**config.mk**
```make
export PLATFORM = sky130hd
export DESIGN_NAME = voice_allocator
export DESIGN_NICKNAME = d
export VERILOG_FILES = /design/src/rtl/voice_allocator.sv
export SDC_FILE = /design/constraint.sdc
export NUM_CORES = 1
export LEC_CHECK = 0
export CELL_PAD_IN_SITES_DETAIL_PLACEMENT = 2
export CELL_PAD_IN_SITES_GLOBAL_PLACEMENT = 2
export CORE_AREA = 2 2 193 176
export CTS_CLUSTER_DIAMETER = 60
export DETAILED_ROUTE_END_ITERATION = 8
export DIE_AREA = 0 0 195 178
export PLACE_DENSITY_LB_ADDON = 0.1
export SLEW_MARGIN = 20
export SYNTH_ARGS = -nofsm -noshare
export SYNTH_HDL_FRONTEND = slang
export SYNTH_SLANG_ARGS = --single-unit
export TNS_END_PERCENT = 10
```
**constraint.sdc**
```tcl
create_clock -name i_Clock -period 4.75 [get_ports i_Clock]
set_input_delay 1.425 -clock i_Clock [delete_from_list [all_inputs] [get_ports i_Clock]]
set_output_delay 1.425 -clock i_Clock [all_outputs]
set_load 0.005 [all_outputs]
```
**src/rtl/voice_allocator.sv**
```systemverilog
// Note-event scheduler for the synth's NoteOn registers (scope 2'b10, parameter 6'h00).
// Maps note-on/note-off events onto voices, hands assignments to the phase-step loader and
// issues the kill / gap / start register-write sequences.
// Optional feature: define VOICE_STEAL_EN to steal voices round-robin when all are busy;
// otherwise such a note-on is dropped.
module voice_allocator #(
  parameter int unsigned NUM_VOICES    = 32,
  parameter int unsigned RETRIGGER_GAP = 256
) (
  input  logic        i_Clock,
  input  logic        i_Reset,
  input  logic        i_EventValid,
  output logic        o_EventReady,
  input  logic        i_EventNoteOn,
  input  logic [6:0]  i_EventNote,
  output logic        o_AssignValid,
  input  logic        i_AssignReady,
  output logic [4:0]  o_AssignVoice,
  output logic [6:0]  o_AssignNote,
  output logic        o_RegisterWriteEnable,
  output logic [15:0] o_RegisterNumber,
  output logic [7:0]  o_RegisterValue,
  output logic        o_Dropped
);

  localparam int unsigned     GapW      = $clog2(RETRIGGER_GAP + 1);
  localparam logic [4:0]      LastVoice = 5'(NUM_VOICES - 1);
  localparam logic [GapW-1:0] GapLast   = GapW'(RETRIGGER_GAP - 1);

  typedef enum logic [2:0] {
    StIdle, StScan, StDecide, StKill, StGap, StAssign, StStart
  } state_e;

  state_e          r_State, w_NextState;
  logic            r_EvNoteOn;
  logic [6:0]      r_EvNote;
  logic [4:0]      r_ScanIdx;
  logic            r_MatchFound, r_FreeFound;
  logic [4:0]      r_MatchVoice, r_FreeVoice;
  logic [4:0]      r_Target, w_Target;
  logic            r_Restart, w_Restart;
  logic [GapW-1:0] r_GapCount;
  logic [NUM_VOICES-1:0] r_Active;
  logic [6:0]      r_Note [NUM_VOICES];
  logic [4:0]      r_AssignVoice;
  logic [6:0]      r_AssignNote;
  logic            w_Drop;
`ifdef VOICE_STEAL_EN
  logic [4:0]      r_StealPtr;
  logic            w_Steal;
`endif

  // State register.
  always_ff @(posedge i_Clock) begin
    if (i_Reset) r_State <= StIdle;
    else         r_State <= w_NextState;
  end

  // Next-state decode, voice selection at DECIDE and all handshake/write outputs.
  always_comb begin
    w_NextState           = r_State;
    w_Target              = r_Target;
    w_Restart             = r_Restart;
    w_Drop                = 1'b0;
`ifdef VOICE_STEAL_EN
    w_Steal               = 1'b0;
`endif
    o_EventReady          = 1'b0;
    o_AssignValid         = 1'b0;
    o_RegisterWriteEnable = 1'b0;
    o_RegisterNumber      = 16'h0000;
    o_RegisterValue       = 8'h00;
    unique case (r_State)
      StIdle: begin
        o_EventReady = 1'b1;
        if (i_EventValid) w_NextState = StScan;
      end
      StScan: begin
        if (r_ScanIdx == LastVoice) w_NextState = StDecide;
      end
      StDecide: begin
        if (!r_EvNoteOn) begin
          if (r_MatchFound) begin
            w_Target    = r_MatchVoice;
            w_Restart   = 1'b0;
            w_NextState = StKill;
          end else begin
            w_Drop      = 1'b1;
            w_NextState = StIdle;
          end
        end else if (r_MatchFound) begin
          // Retrigger: the voice must fall silent before it restarts.
          w_Target    = r_MatchVoice;
          w_Restart   = 1'b1;
          w_NextState = StKill;
        end else if (r_FreeFound) begin
          w_Target    = r_FreeVoice;
          w_Restart   = 1'b0;
          w_NextState = StAssign;
        end else begin
`ifdef VOICE_STEAL_EN
          w_Target    = r_StealPtr;
          w_Restart   = 1'b1;
          w_Steal     = 1'b1;
          w_NextState = StKill;
`else
          w_Drop      = 1'b1;
          w_NextState = StIdle;
`endif
        end
      end
      StKill: begin
        o_RegisterWriteEnable = 1'b1;
        o_RegisterNumber      = {2'b10, 6'h00, 3'b000, r_Target};
        o_RegisterValue       = 8'h00;
        w_NextState           = r_Restart ? StGap : StIdle;
      end
      StGap: begin
        if (r_GapCount == GapLast) w_NextState = StAssign;
      end
      StAssign: begin
        o_AssignValid = 1'b1;
        if (i_AssignReady) w_NextState = StStart;
      end
      StStart: begin
        o_RegisterWriteEnable = 1'b1;
        o_RegisterNumber      = {2'b10, 6'h00, 3'b000, r_Target};
        o_RegisterValue       = 8'h01;
        w_NextState           = StIdle;
      end
      default: w_NextState = StIdle;
    endcase
    o_Dropped = w_Drop;
  end

  // Event capture and the one-voice-per-cycle match/free scan.
  always_ff @(posedge i_Clock) begin
    if (i_Reset) begin
      r_EvNoteOn   <= 1'b0;
      r_EvNote     <= 7'd0;
      r_ScanIdx    <= 5'd0;
      r_MatchFound <= 1'b0;
      r_FreeFound  <= 1'b0;
      r_MatchVoice <= 5'd0;
      r_FreeVoice  <= 5'd0;
    end else if (r_State == StIdle && i_EventValid) begin
      r_EvNoteOn   <= i_EventNoteOn;
      r_EvNote     <= i_EventNote;
      r_ScanIdx    <= 5'd0;
      r_MatchFound <= 1'b0;
      r_FreeFound  <= 1'b0;
    end else if (r_State == StScan) begin
      if (r_Active[r_ScanIdx] && r_Note[r_ScanIdx] == r_EvNote && !r_MatchFound) begin
        r_MatchFound <= 1'b1;
        r_MatchVoice <= r_ScanIdx;
      end
      if (!r_Active[r_ScanIdx] && !r_FreeFound) begin
        r_FreeFound <= 1'b1;
        r_FreeVoice <= r_ScanIdx;
      end
      r_ScanIdx <= r_ScanIdx + 5'd1;
    end
  end

  // Chosen voice, gap timer and the held assignment outputs.
  always_ff @(posedge i_Clock) begin
    if (i_Reset) begin
      r_Target      <= 5'd0;
      r_Restart     <= 1'b0;
      r_GapCount    <= '0;
      r_AssignVoice <= 5'd0;
      r_AssignNote  <= 7'd0;
    end else begin
      r_Target  <= w_Target;
      r_Restart <= w_Restart;
      if (r_State == StGap) begin
        r_GapCount <= (r_GapCount == GapLast) ? '0 : r_GapCount + GapW'(1);
      end
      if (r_State != StAssign && w_NextState == StAssign) begin
        r_AssignVoice <= w_Target;
        r_AssignNote  <= r_EvNote;
      end
    end
  end

  // Per-voice active bit and held note.
  always_ff @(posedge i_Clock) begin
    if (i_Reset) begin
      r_Active <= '0;
      for (int i = 0; i < NUM_VOICES; i++) r_Note[i] <= 7'd0;
    end else if (r_State == StKill) begin
      r_Active[r_Target] <= 1'b0;
    end else if (r_State == StAssign && i_AssignReady) begin
      r_Active[r_Target] <= 1'b1;
      r_Note[r_Target]   <= r_EvNote;
    end
  end

`ifdef VOICE_STEAL_EN
  // Round-robin steal pointer, advanced each time a voice is stolen.
  always_ff @(posedge i_Clock) begin
    if (i_Reset)      r_StealPtr <= 5'd0;
    else if (w_Steal) r_StealPtr <= (r_StealPtr == LastVoice) ? 5'd0 : r_StealPtr + 5'd1;
  end
`endif

  assign o_AssignVoice = r_AssignVoice;
  assign o_AssignNote  = r_AssignNote;

endmodule

```
# Word level (Yosys, flattened, before mapping)
# Memories as Yosys holds them, arrays and structs flattened. A register that Yosys moved wholly into a read port is not among the register bits.
# Cells that the tools add are included.
totals:
  register_bits: 87
  ramBits: 224
  out_inout_bits: 40
  n_memories: 1
op_classes:
  add_sub_neg: 2
  order_cmp: 3
  n_eq_ne: 11
  n_mux: 47
  bitwise: 4
  n_reduce_logical: 22
mem_list:
  columns: ["name", "depth", "word_bits", "rd", "rd_clocked_by_memory_dff", "wr", "line", "text"]
  rows:
  - ["r_Note", 32, 7, 1, 1, 32, "44", "logic [6:0] r_Note [NUM_VOICES];"]
op_table:
  columns: ["operator", "count"]
  rows:
  - ["$mux 32", 2]
  - ["$mux 5", 8]
  - ["$and 32x32->32", 1]
  - ["$not 32->32", 1]
  - ["$or 32x32->32", 1]
  - ["$mux 3", 8]
  - ["$mux 1", 22]
  - ["$pmux 3 s6", 1]
  - ["$mux 16", 1]
  - ["$eq 3x3->1 const B", 4]
  - ["$lt 5x6->1 const B", 2]
  - ["$add 9x1->9 const B", 1]
  - ["$eq 9x8->1 const B", 1]
  - ["$mux 9", 1]
  - ["$reduce_and 3->1", 3]
  - ["$eq 7x7->1", 1]
  - ["$logic_and 1x1->1", 7]
  - ["$mux 7", 1]
  - ["$reduce_or 7->1", 1]
  - ["$eq 3x2->1 const B", 2]
  - ["$reduce_bool 2->1", 3]
  - ["$add 5x1->5 const B", 1]
  - ["$bmux 1 s5", 1]
  - ["$demux 1 s5", 1]
  - ["10 further kinds", 14]

# Logic depth before layout (Yosys ltp)
# Gate-level depths: netlist (run 1).
logic_depth:
  depth_word: 8
  depth_mapped: 12
  ltp_nobuf: 8

# Least setup slack after synthesis (run 1)
# OpenSTA, ideal clock, no wires.
synth_timing:
  kind: "input -> register"
  from: "input i_Reset"
  to: "memory r_Note[28][0], enable pin"
  setup_ps: 307
  arrival_time_ps: 2819
  t_required_ps: 4443
  setup_slack_ps: 1625
  stages: 6
  cell_sequence: "clkbuf_1 -> or2_2 -> clkbuf_1 -> clkbuf_1 -> nor3_1 -> or2_2"
synth_rtl:
  columns: ["element", "line", "text"]
  rows:
  - ["start, declared", "11", "input logic i_Reset,"]
  - ["end, declared", "44", null]

# Final worst setup path (run 1)
layout_timing:
  from: "register r_State[1]"
  to: "output o_RegisterNumber[1]"
layout_between:
  elab_chain_len: 3
  word_cells_on_any_way: 4
  classes_between: "2 x eq/ne; 1 x mux; 1 x reduce/logical"
layout_rtl:
  columns: ["element", "line", "text"]
  rows:
  - ["start, declared", "34", "state_e r_State, w_NextState;"]
  - ["start signal, assigned", "55", "if (i_Reset) r_State <= StIdle;"]
  - ["start signal, assigned", "56", "else r_State <= w_NextState;"]
  - ["$eq 3x2->1 / $eq 3x3->1 (equally long branches)", "73", "unique case (r_State)"]
  - ["$reduce_or 2->1 (no line) (*)", null, null]
  - ["$mux 16 (*)", "73", null]
  - ["end, declared", "21", "output logic [15:0] o_RegisterNumber,"]
# Mark *: on every way between the ends. The rest lies on a longest branch, timed or not.

==> results of run 1 <==
==> worst min-delay path by stage <==
stage / to / cells after the start / slack [ns] / start
final: r_GapCount[1] / 2 / 0.48 / r_GapCount[1]
after global routing: r_GapCount[1] / 2 / 0.51 / r_GapCount[1]
after CTS: r_GapCount[1] / 2 / 0.48 / r_GapCount[1]
after detailed placement: r_GapCount[1] / 2 / 0.47 / r_GapCount[1]
after global placement: r_GapCount[1] / 2 / 0.46 / r_GapCount[1]
after floorplan: r_MatchVoice[0] / 2 / 0.45 / r_MatchVoice[0]
==> worst max-delay path, cell delays in order, from the launching register on <==
cell	delay (ns)
dfxtp_1	0.48
nand2_1	0.17
nor2_1	0.16
or2_0	0.30
and2_1	0.18
clkdlybuf4s50_1	0.50
==> cell families after synthesis <==
logic type / count (synthesis) / synth area share
simple gates: 505 / 0.192
buf+inv: 116 / 0.0404
mux: 104 / 0.115
compound gates: 147 / 0.0634
other cells: 1 / 0.000253
flops: 316 / 0.578
xor+xnor: 14 / 0.00827
fa+ha+maj: 3 / 0.00253
==> per-layer routing <==
layer	routed length, um	vias to the layer above
met2	22900	275
met1	19800	5102
li1	-	4327
met4	1120	0
met3	2340	75
met5	0	-
==> cell type report <==
class,instances,area [um2]
Fill cell,3181,16100
Inverter,4,15.0
Multi-Input combinational cell,790,5720
Clock inverter,15,119
Tap cell,422,528
Clock buffer,53,1090
Timing Repair Buffer,60,533
Sequential cell,316,8570
==> through the flow <==
stage | total power, W | utilization
after floorplan | 0.00333 | -
after global placement | 0.00344 | 0.471
after detailed placement | 0.00345 | 0.471
after CTS | 0.00630 | 0.508
after global routing | 0.00641 | 0.508
final | 0.00626 | 0.508
==> where the power goes <==
group	internal (W)	switching, W
clock	0.00171	0.00115
combinational	0.000104	0.000184
sequential	0.00305	0.0000650
==> placed cells by master, fill, tap and decap left out, drive strengths merged, types with 4 or more instances in the layout <==
| cell | instances |
|---|---|
| nand3 | 7 |
| xor2 | 8 |
| nand4 | 8 |
| conb | 17 |
| nand2 | 46 |
| nand3b | 4 |
| dfxtp | 92 |
| nor2b | 18 |
| o21ai | 13 |
| mux4 | 50 |
| xnor2 | 6 |
| inv | 4 |
| clkdlybuf4s50 | 33 |
| nor3 | 38 |
| and3 | 5 |
| nor2 | 75 |
| clkinv | 13 |
| o22ai | 17 |
| a31oi | 4 |
| a21oi | 51 |
| and2 | 231 |
| nor4 | 5 |
| a22oi | 13 |
| or2 | 36 |
| a211oi | 35 |
| mux2i | 53 |
| clkbuf | 53 |
| edfxtp | 224 |
| nand2b | 18 |
| buf | 27 |
==> results.py, run 1 <==
metrics = {
    "route": {
        "drt-total-wl_um": 46200,
        "wl_per_cell_um": 27.8,
        "vias_per_cell": 5.89,
        "postRouteAntennaNets": 0,
        "drcViolationCount": 0,
        "first_pass_iters": 5,
        "drtIter0Drc": 641,
        "vias": 9779,
    },
    "die": {
        "die_x_um": 195,
        "die_h_um": 178,
        "core_area_mm2": 0.0326,
        "row_count": 63,
        "die_area_mm2": 0.0347,
        "initial_utilization": 0.454,
        "io_pins": 52,
    },
    "cts": {
        "htree_levels": 2,
        "cts_tree": "done",
        "cts_resized": 0,
        "post_cts_buffers": 0,
        "cts.sinks": 316,
        "clkTransAtPathRegs_ns": 0.06,
        "cts.path.max_buffers": 3,
        "cts_buffers": 38,
        "clockRootBuffer": "clkbuf_16",
        "cts_hold_buf": 0,
        "clkLatencyLatePin_ns": 0.54,
    },
    "global_route": {
        "use_met1": 0.350,
        "grt_pass1_vias": 10700,
        "grt_pass1_wl_um": 69500,
        "grtUsageMet3": 0.0441,
        "grt_max_degree": 90,
        "grt_usage": 0.272,
        "grt_overflow": 0,
        "busiest_layer": "met2",
        "use_met2": 0.476,
        "antenna_found_initial": 0,
    },
    "synth": {
        "synthTopCellsByCount": "231 x and2_1, 224 x edfxtp_1, 92 x dfxtp_1, 76 x clkbuf_1, 75 x nor2_1",
        "synth.avg_cell_area_um2": 12.3,
        "synth.top_cell.area_share": 0.454,
        "netlist_instances": 1206,
        "yosysMostFrequentCell": "and2_1",
        "ys_seq_area_frac": 0.578,
        "synth_flop_cell": "edfxtp_1",
        "async_flop_share": 0,
        "synth_area_leaders": "edfxtp_1 45%, dfxtp_1 12%, and2_1 9.8%, mux4_2 5.9%, mux2i_1 3.6%",
        "ys_types": 58,
        "synth_warnings": 0,
        "synth_top_area_cell": "edfxtp_1",
        "synth_edf_count": 224,
        "syn_area_mm2": 0.0148,
        "ys_ff_latch": 316,
    },
    "timing": {
        "fin_crit_ns": 3.74,
        "final-hold-violation-count": 0,
        "fmax_ghz": 0.267,
        "whs_ns": 0.475,
        "fin_tns_setup_ns": 0,
        "tightest_slew_ns": 0.962,
        "slew_viol_final": 0,
        "skew_ns": 0.0165,
        "setup_viol": 0,
        "rsz0062_at_grt": "false",
        "period_share": 0.787,
        "maxSlewHeadroom": 0.359,
        "fin_ws_ns": 1.01,
    },
    "critical_path": {
        "cp-startpoint": "r_State[1]",
        "r2r_cells": 9,
        "cp-end-kind": "output port",
        "path_max_fanout": 9,
        "cp.required_ns": 3.32,
        "crit_arrival_ns": 2.31,
        "cp-start-kind": "flop",
        "worstSetupPathType": "flop to output port",
        "rr_endpoint": "r_MatchVoice[1]",
        "r2r_slack_ns": 1.07,
        "cp-endpoint": "o_RegisterNumber[1]",
    },
    "run_status": {
        "status": "completed",
    },
    "layout": {
        "final_layout_size_suffix_gt1_frac": 0.130,
        "instances_no_fill": 1660,
        "diodes": 0,
        "area_growth_pct": 11.8,
        "final_area_mm2": 0.0166,
        "nets": 1225,
    },
    "power": {
        "ir_drop_mv": 0.219,
        "power.density_cell_area_mw_per_mm2": 377,
        "p_leak_nw": 5.68,
    },
    "placed_design": {
        "dpl-instance-area_mm2": 0.0154,
        "portBuffers": 34,
        "dp_slack_ns": 0.522,
        "dp_hpwl_um": 29400,
        "place_inst": 1592,
        "gp_congestion": 0.800,
    },
    "worst_hold_path": {
        "hold_path_class": "flop to flop",
    },
    "job": {
        "max_cap_viol_count": 0,
    },
}
No activity file was read; power rests on OpenSTA's default activity.
==> run 2: changes to the inputs <==
--- a/config.mk
+++ b/config.mk
@@ -7,10 +7,10 @@
 export LEC_CHECK = 0
 export CELL_PAD_IN_SITES_DETAIL_PLACEMENT = 2
 export CELL_PAD_IN_SITES_GLOBAL_PLACEMENT = 2
-export CORE_AREA = 2 2 193 176
+export CORE_AREA = 2 2 199 182
 export CTS_CLUSTER_DIAMETER = 60
 export DETAILED_ROUTE_END_ITERATION = 8
-export DIE_AREA = 0 0 195 178
+export DIE_AREA = 0 0 201 184
 export PLACE_DENSITY_LB_ADDON = 0.1
 export SLEW_MARGIN = 20
 export SYNTH_ARGS = -nofsm -noshare
==> constraint.sdc (replaced) <==
create_clock -name i_Clock -period 3.9 [get_ports i_Clock]
set_input_delay 1.17 -clock i_Clock [delete_from_list [all_inputs] [get_ports i_Clock]]
set_output_delay 1.17 -clock i_Clock [all_outputs]
set_load 0.005 [all_outputs]
==> run 2 against run 1 <==
Register-to-register slack worse by 0.63 ns; count of clock-buffer cells in the layout is 7 lower; clock power is 27% higher; power is 24% higher; hold slack better by 0.0013 ns; flip-flop and latch count stayed put; critical path depth is 1 lower; non-clock buffer count is 22 higher; critical path type unchanged; critical endpoint is now o_RegisterNumber[0]; largest cell class unchanged; highest routed layer is now met5.
==> results.py, run 2 (synthesized netlist as in run 1, its figures left out) <==
metrics = {
    "run_status": {
        "status": "completed",
    },
    "route": {
        "drcViolationCount": 0,
        "vias_per_cell": 5.78,
        "wl_per_cell_um": 27.4,
        "postRouteAntennaNets": 0,
        "vias": 9989,
        "first_pass_iters": 5,
        "drt-total-wl_um": 47400,
        "drtIter0Drc": 722,
    },
    "layout": {
        "nets": 1247,
        "final_common_cell": "and2_1",
        "layout_common_cells": "231 x and2_1, 224 x edfxtp_1, 90 x dfxtp_1",
        "final_core_util": 0.486,
        "final_layout_size_suffix_gt1_frac": 0.152,
        "diodes": 0,
        "area_growth_pct": 13.9,
    },
    "cts": {
        "clkTransAtPathRegs_ns": 0.06,
        "clkLatencyLatePin_ns": 0.53,
        "cts_tree": "done",
        "cts_hold_buf": 0,
        "cts.sinks": 316,
        "cts.path.max_buffers": 3,
        "htree_levels": 2,
        "cts_resized": 0,
        "clockRootBuffer": "clkbuf_16",
        "post_cts_buffers": 0,
        "cts_buffers": 38,
    },
    "power": {
        "p_comb_frac": 0.048,
        "power_frac_seq": 0.487,
        "pwr-share-clk": 0.465,
        "p_leak_nw": 5.83,
        "net-switching-power_w": 0.00180,
        "internal_power_w": 0.00598,
        "ir_drop_mv": 0.338,
        "power.density_cell_area_mw_per_mm2": 461,
        "switching_share": 0.231,
    },
    "placed_design": {
        "gp_congestion": 0.793,
        "portBuffers": 34,
        "dp_hpwl_um": 30400,
    },
    "timing": {
        "whs_ns": 0.477,
        "maxSlewHeadroom": 0.444,
        "rsz0062_at_grt": "false",
        "fmax_ghz": 0.288,
        "fin_tns_setup_ns": 0,
        "tightest_slew_ns": 0.834,
        "period_share": 0.891,
        "slew_viol_final": 0,
        "skew_ns": 0.0210,
        "fin_crit_ns": 3.48,
        "final-hold-violation-count": 0,
        "setup_viol": 0,
    },
    "worst_hold_path": {
        "hold_path_class": "flop to flop",
        "min_from": "r_GapCount[8]",
    },
    "critical_path": {
        "crit_buf_inv": 1,
        "crit_family": "simple AND/OR/NAND/NOR gates",
        "critPathSlowestCell": "dfxtp_1",
        "path_max_fanout": 11,
        "cp.required_ns": 2.73,
        "cp-startpoint": "r_State[0]",
        "worstSetupPathType": "flop to output port",
        "crit_arrival_ns": 2.31,
        "cpPeakStageDelay_ns": 0.58,
        "cp-start-kind": "flop",
        "cp-end-kind": "output port",
        "crit_chain": "and3b_1 -> or2_0 -> and2_1 -> clkdlybuf4s50_1",
    },
    "die": {
        "io_pins": 52,
        "row_count": 65,
        "die_x_um": 201,
        "core_area_mm2": 0.0347,
        "die_area_mm2": 0.0370,
        "die_h_um": 184,
        "initial_utilization": 0.427,
    },
    "global_route": {
        "antenna_found_initial": 2,
        "grt_pass1_vias": 10600,
        "grt_overflow": 0,
        "grt_max_degree": 116,
        "grt_pass1_wl_um": 71000,
        "grt_usage": 0.260,
    },
    "job": {
        "max_cap_viol_count": 0,
    },
}
-- run 2: changes by cell type in the layout (fill, tap and decap cells not counted), moves of 2 or more --
cell	delta
clkinvlp_4	+3
clkbuf_1	-5
inv_6	+2
clkbuf_16	-2
bufinv_16	+2
buf_12	+3
buf_4	+19
clkinv_2	+3
clkinv_1	-5
-- run 2: per-stage QoR --
step | worst slack (ns) | power [W] | instance area [um2] | instances
4_1_cts | 0.412 | 0.00783 | 16900 | 1729
3_3_place_gp | 0.480 | 0.00420 | 15600 | 1661
3_5_place_dp | 0.308 | 0.00422 | 15600 | 1661
5_1_grt | 0.197 | 0.00800 | 16900 | 1729
2_1_floorplan | 1.03 | 0.00406 | 14900 | 1222
6_report | 0.424 | 0.00778 | 16900 | 1729
-- run 2: power groups by stage --
stage          sequential (W)  combinational [W]  clock, W
2_1_floorplan         0.00380           0.000260         0
3_3_place_gp          0.00385           0.000353         0
3_5_place_dp          0.00385           0.000364         0
4_1_cts               0.00379           0.000370   0.00367
5_1_grt               0.00380           0.000393   0.00381
6_report              0.00379           0.000370   0.00362
-- run 2: final timing paths --
kind	slack, ns	end	cells after the start
setup / recovery	0.42	o_RegisterNumber[0]	4
hold / removal	0.48	r_GapCount[8]	1
setup reg to reg	0.44	r_MatchVoice[0]	8
hold reg to reg	0.48	r_GapCount[8]	1
-- run 2: worst reg2reg max path: stages, from the launching register on --
cell	delay (ns)
dfxtp_2	0.82
buf_4	0.35
mux4_2	0.35
o22ai_1	0.45
nor4_1	0.12
xnor2_1	0.19
nand4_1	0.24
nor4_4	0.61
mux2i_1	0.26
-- run 2: cell type report --
| class | instances | area [um2] |
|---|---|---|
| multi-input cells | 790 | 5720 |
| repair buffers | 82 | 736 |
| fillers | 3384 | 17800 |
| clock buffers | 46 | 1010 |
| inverters | 4 | 15.0 |
| flip-flops and latches | 316 | 8570 |
| clock inverters | 22 | 243 |
| well taps | 469 | 587 |
-- run 2: layer usage --
metal	vias to the layer above	wire length, um	GRT usage
met4	2	1050	0.0655
met1	5271	21700	0.364
met3	65	2300	0.0386
met2	282	22400	0.426
li1	4369	-	-
met5	-	15	0
